==> src/rtl/mem_arb.sv <==
// mem_arb: two-port cache-line arbiter in front of one shared memory port.
// A request is latched in IDLE, held on the memory bus in MEM0/MEM1 until
// mem_ready, and acknowledged with a one-cycle ready pulse in RESP.
// Optional feature: define MEM_ARB_RR_EN for round-robin tie breaking.
// Without it, port 0 always wins a tie.
`timescale 1ns/1ps

module mem_arb #(
  parameter int ADDR_W = 32,
  parameter int LINE_W = 128
) (
  input  logic              clk,
  input  logic              r,
  input  logic              c0_valid,
  input  logic              c1_valid,
  input  logic              c0_rw,
  input  logic              c1_rw,
  input  logic [ADDR_W-1:0] c0_addr,
  input  logic [ADDR_W-1:0] c1_addr,
  input  logic [LINE_W-1:0] c0_wdata,
  input  logic [LINE_W-1:0] c1_wdata,
  output logic [LINE_W-1:0] c0_rdata,
  output logic [LINE_W-1:0] c1_rdata,
  output logic              c0_ready,
  output logic              c1_ready,
  output logic              mem_valid,
  output logic              mem_rw,
  output logic [ADDR_W-1:0] mem_addr,
  output logic [LINE_W-1:0] mem_wdata,
  input  logic [LINE_W-1:0] mem_rdata,
  input  logic              mem_ready
);

  typedef enum logic [1:0] {IDLE, MEM0, MEM1, RESP} state_t;

  state_t              state_reg, state_next;
  logic                grant_reg, grant_next;
  logic                rw_reg, rw_next;
  logic [ADDR_W-1:0]   addr_reg, addr_next;
  logic [LINE_W-1:0]   wdata_reg, wdata_next;
  logic                grant_fire;
  logic                grant_sel;
  logic                tie_port;

  // Per-port views of the request inputs so the grant mux can index by port.
  logic [1:0]          valid_vec;
  logic [1:0]          rw_vec;
  logic [ADDR_W-1:0]   addr_vec  [2];
  logic [LINE_W-1:0]   wdata_vec [2];
  logic [LINE_W-1:0]   rdata_vec [2];
  logic [1:0]          ready_vec;

  assign valid_vec    = {c1_valid, c0_valid};
  assign rw_vec       = {c1_rw, c0_rw};
  assign addr_vec[0]  = c0_addr;
  assign addr_vec[1]  = c1_addr;
  assign wdata_vec[0] = c0_wdata;
  assign wdata_vec[1] = c1_wdata;

`ifdef MEM_ARB_RR_EN
  logic ptr_reg, ptr_next;

  // The pointer flips on every grant, so a persistent tie alternates ports.
  always_comb begin
    ptr_next = ptr_reg;
    if (grant_fire) ptr_next = ~ptr_reg;
  end

  // Pointer register; port 0 has priority out of reset.
  always_ff @(posedge clk) begin
    if (r) ptr_reg <= 1'b0;
    else   ptr_reg <= ptr_next;
  end

  assign tie_port = ptr_reg;
`else
  assign tie_port = 1'b0;
`endif

  // Next-state and request-latch logic; fields are only sampled in IDLE,
  // so requester changes after the grant cannot disturb the memory bus.
  always_comb begin
    state_next = state_reg;
    grant_next = grant_reg;
    rw_next    = rw_reg;
    addr_next  = addr_reg;
    wdata_next = wdata_reg;
    grant_fire = 1'b0;
    grant_sel  = 1'b0;
    case (state_reg)
      IDLE: begin
        if (|valid_vec) begin
          grant_fire = 1'b1;
          grant_sel  = (&valid_vec) ? tie_port : valid_vec[1];
          grant_next = grant_sel;
          rw_next    = rw_vec[grant_sel];
          addr_next  = addr_vec[grant_sel];
          wdata_next = wdata_vec[grant_sel];
          state_next = grant_sel ? MEM1 : MEM0;
        end
      end
      MEM0, MEM1: begin
        if (mem_ready) state_next = RESP;
      end
      RESP:    state_next = IDLE;
      default: state_next = IDLE;
    endcase
  end

  // Control state and latched memory request.
  always_ff @(posedge clk) begin
    if (r) begin
      state_reg <= IDLE;
      grant_reg <= 1'b0;
      rw_reg    <= 1'b0;
      addr_reg  <= '0;
      wdata_reg <= '0;
    end else begin
      state_reg <= state_next;
      grant_reg <= grant_next;
      rw_reg    <= rw_next;
      addr_reg  <= addr_next;
      wdata_reg <= wdata_next;
    end
  end

  genvar gi;
  generate
    for (gi = 0; gi < 2; gi++) begin : gen_port
      localparam state_t MEM_ST = (gi == 0) ? MEM0 : MEM1;
      logic [LINE_W-1:0] rdata_reg;

      // Read line is captured as memory completes and held until the next
      // read on this port; writes leave it untouched.
      always_ff @(posedge clk) begin
        if (r)
          rdata_reg <= '0;
        else if (state_reg == MEM_ST && mem_ready && !rw_reg)
          rdata_reg <= mem_rdata;
      end

      assign rdata_vec[gi] = rdata_reg;
      assign ready_vec[gi] = (state_reg == RESP) && (grant_reg == 1'(gi));
    end
  endgenerate

  assign c0_rdata  = rdata_vec[0];
  assign c1_rdata  = rdata_vec[1];
  assign c0_ready  = ready_vec[0];
  assign c1_ready  = ready_vec[1];
  assign mem_valid = (state_reg == MEM0) || (state_reg == MEM1);
  assign mem_rw    = rw_reg;
  assign mem_addr  = addr_reg;
  assign mem_wdata = wdata_reg;

endmodule

==> config.mk <==
export PLATFORM = sky130hd
export DESIGN_NAME = mem_arb
export DESIGN_NICKNAME = d
export VERILOG_FILES = /design/src/rtl/mem_arb.sv
export SDC_FILE = /design/constraint.sdc
export NUM_CORES = 1
export LEC_CHECK = 0
export BUFFER_PORTS_ARGS = -buffer_cell sky130_fd_sc_hd__buf_2
export CORE_AREA = 2 2 341 343
export DETAILED_ROUTE_END_ITERATION = 10
export DIE_AREA = 0 0 343 345
export PLACE_DENSITY_LB_ADDON = 0.3
export SETUP_SLACK_MARGIN = 0.3
export SYNTH_ARGS = -nofsm -noshare
export SYNTH_HDL_FRONTEND = slang
export SYNTH_SLANG_ARGS = --single-unit
==> constraint.sdc <==
create_clock -name clk -period 1.4 [get_ports clk]
set_input_delay 0.42 -clock clk [delete_from_list [all_inputs] [get_ports clk]]
set_output_delay 0.42 -clock clk [all_outputs]
set_load 0.01 [all_outputs]
==> key figures <==
Run status
  • Status: finished, violations left
  • Violated checks: setup timing

Critical path
  • Worst-path cell chain: ha_4 > nor2b_4 > buf_6 > buf_6
  • Critical Path End Type: output port
  • Worst-path fanout max: 4
  • CP Launch Type: flop
  • FF-to-FF End: c1_rdata[102]$_SDFFE_PP0P_
  • Max stage delay on crit path: 0.37 ns
  • CP max stage cell: dfxtp_4
  • Worst reg2reg path startpoint: state_reg[0]$_SDFFE_PP0P_
  • Reg2Reg Setup Slack: -0.45 ns
  • Worst Path Arrival: 1.51 ns
  • Crit Path Category: reg2out
  • CP dominant cell by count: buf_6
  • R2R cell count: 10
  • Req. time, crit path: 0.98 ns

Global route
  • GRT Util Overall: 14.14%
  • Vias in the first global route: 19100
  • Largest net degree at the start of global routing: 64
  • First-pass GRT wire length: 125.8 mm
  • GRT overflow: 0
  • Initial antenna violation count: 4

Synth
  • Post-synth top flop: dfxtp_1
  • Area leader, netlist: dfxtp_1
  • Synth cell types: 26
  • Top cells by count, synth: nand2_1 (836), dfxtp_1 (420), a21oi_1 (258)
  • Syn avg cell area: just under 8 um2
  • Synth area leaders: dfxtp_1 (54%), nand2_1 (20%), a21oi_1 (8.2%)
  • Syn Nets: 2496
  • FFs w/ async S/R, synth: 0%
  • Gate Count Post-Synth: 2036
  • Synth warn: 0
  • Synth top area share: 53.56%
  • EDFF count, synth: 0
  • Cell Area, Synth: 15700 um2
  • Synthesized flop and latch total: 420
  • Sequential share of the synthesized area: 53.56%
  • Top-count cell post-synth: nand2_1

Layout
  • P&R area growth vs syn: 107.0%
  • Area of the multi-input gates: 6774 um2
  • Fillers: 12410
  • Final #Nets: 3807
  • Share of layout cells above drive strength 1: 49.72%
  • FF/Latch Area: 8961 um2

Drt
  • Pre-antenna DRT Iters: 5
  • DRC Markers: 0
  • Metal3 WL: 6.850 mm
  • Vias per Instance: 3.888
  • Drt wl/cell: between 15 and 20 um
  • Routed Antenna Nets: 0
  • DR iter-0 viols: 790
  • Final WL: 89.27 mm
  • Vias: 19110
  • Wl on met1: 36.43 mm
  • Met2 routed WL: 43.43 mm
  • Max Used Layer: met5

Power
  • Leak: 13.64 nW
  • Clock share of power: 27.4%
  • Psw: 0.01711 W
  • Sequential share of power: 33.6%
  • Net Sw Frac: roughly a third
  • Power Dens Cells: 1553 nW/um2
  • Internal power: 0.03336 W
  • Combinational share of power: between 30% and 40%
  • Worst VDD drop: 0.8128 mV
  • PnR Total Power: 0.05047 W

Timing
  • Fin Hold WS: 0.05454 ns
  • Slew margin rel.: 69.20%
  • Unrepaired setup endpoints after global routing: true
  • Clk_skew: 0.02261 ns
  • Final Worst Setup Slack: -0.5277 ns
  • Pins over their slew limit: 0
  • Setup violators final: a little under 800
  • Fin crit share: 137.7%
  • Final Hold Vio Count: 0
  • Tmin final: around 1.9 ns
  • F_max: 518.8 MHz
  • Worst slew pin tran: between 0.4 and 0.5 ns

Die
  • Die Y: 345 um
  • Die W: 343 um
  • Die area: 118300 um2
  • Io pins: 875
  • Core Area: around 120000 um2
  • Std-Cell Rows: roughly 130
  • Initial Utilization: between 10 and 15%

Placement
  • Port bufs: approximately 870
  • Post-DP HPWL: approximately 66 mm
  • Routability-driven placement congestion ratio: 0.8894

Clock network
  • CTS Buffer Depth: 3
  • Clk sinks: 420
  • CTS tree: done
  • H-Tree Level Count: 2
  • Clk Latency, worst-skew pair: 0.63 ns
  • Clk slew on worst S/H paths: 0.06 ns
  • TritonCTS Buffers: 52
  • Clock Tree Root: clkbuf_16

Min path
  • Hold EP: mem_wdata[43]$_SDFFE_PP0P_
  • HP Start: c0_wdata[43]
  • Hold depth: 3
  • Min-delay worst type: in2reg

Job
  • Max cap viols: 0
## kinds of logic after synthesis
logic type,synth area share (%)
flops,53.56
fa+ha+maj,0.3985
buf+inv,5.300
simple gates,20.80
compound gates,19.81
mux,0.1275
## placed cells by master (no fill, tap or decap), types with 11 or more instances in the layout
cell | Yosys | layout
nand2_1 | 836 | 823
buf_2 | 77 | 462
buf_6 | 3 | 427
dfxtp_2 | 0 | 394
dlygate4sd3_1 | 0 | 328
a21oi_1 | 258 | 203
a31oi_1 | 146 | 146
buf_4 | 13 | 136
o21ai_1 | 11 | 119
clkbuf_16 | 0 | 57
a21oi_2 | 0 | 55
buf_12 | 0 | 55
o21ai_0 | 135 | 27
nor2_1 | 17 | 17
clkinv_2 | 0 | 17
dfxtp_4 | 0 | 16
a311oi_1 | 15 | 15
nand2_2 | 0 | 13
clkbuf_8 | 0 | 11
## critical path: cells and delay by family, from the launching register on
family                     cells  cell delay, ns
buffers and inverters          2            0.24
adders and majority gates      1            0.16
DFF                            1            0.37
and+or+nand+nor                1            0.12
## worst max-delay path by stage
stage | start | to | slack, ns | cells past startpoint
after global routing | state_reg[1]$_SDFFE_PP0P_ | c0_ready | -0.59 | 4
after CTS | state_reg[0]$_SDFFE_PP0P_ | c0_ready | -0.60 | 4
after global placement | state_reg[0]$_SDFFE_PP0P_ | c1_rdata[124]$_SDFFE_PP0P_ | -0.21 | 7
after floorplan | state_reg[0]$_SDFFE_PP0P_ | mem_wdata[23]$_SDFFE_PP0P_ | 0.06 | 8
final | state_reg[1]$_SDFFE_PP0P_ | c0_ready | -0.53 | 4
after detailed placement | c1_valid | mem_addr[8]$_SDFFE_PP0P_ | -0.24 | 6
## layer usage
layer  track usage [%]  vias up
li1                  -     9440
met5                 0        -
met4             4.251        4
met3             3.908      117
met1             16.70     8863
met2             24.66      684
## power by group through the flow
stage / clock network (W) / registers (W) / logic (W)
4_1_cts: 0.0143 / 0.0169 / 0.0195
6_report: 0.0139 / 0.0170 / 0.0197
2_1_floorplan: 0 / 0.0169 / 0.00610
3_3_place_gp: 0 / 0.0161 / 0.0146
5_1_grt: 0.0148 / 0.0173 / 0.0212
3_5_place_dp: 0 / 0.0161 / 0.0147
## stage by stage
stage / utilization [%] / area, um2 / TNS, ns / instances / setup slack, ns
after floorplan: - / 16100 / 0 / 2036 / 0.05584
after global placement: 19.91 / 22910 / -50.21 / 4407 / -0.2109
after detailed placement: 19.91 / 22910 / -57.29 / 4407 / -0.2426
after CTS: 27.81 / 32010 / -153.77 / 4900 / -0.5977
after global routing: 28.23 / 32500 / -178.42 / 4914 / -0.5932
final: 28.23 / 32500 / -119.49 / 4914 / -0.5277
## cell type report
cell class                      count  area share [%]
Timing Repair Buffer             1431           40.25
Sequential cell                   420           27.57
Multi-Input combinational cell   1439           20.84
Tap cell                         1524           5.868
Clock buffer                       69           4.605
Clock inverter                     27          0.7893
Inverter                            3         0.05775
Antenna cell                        1        0.007700
## what timing repair did
action,CTS,global route
setup endpoints to repair,839,839
resized for setup,1020,71
setup buffers,58,9
hold buffers,328,0
endpoints found under the hold margin,325,0
pin swaps,3,5
cloned,11,4
Power figures use the tool's default switching activity.
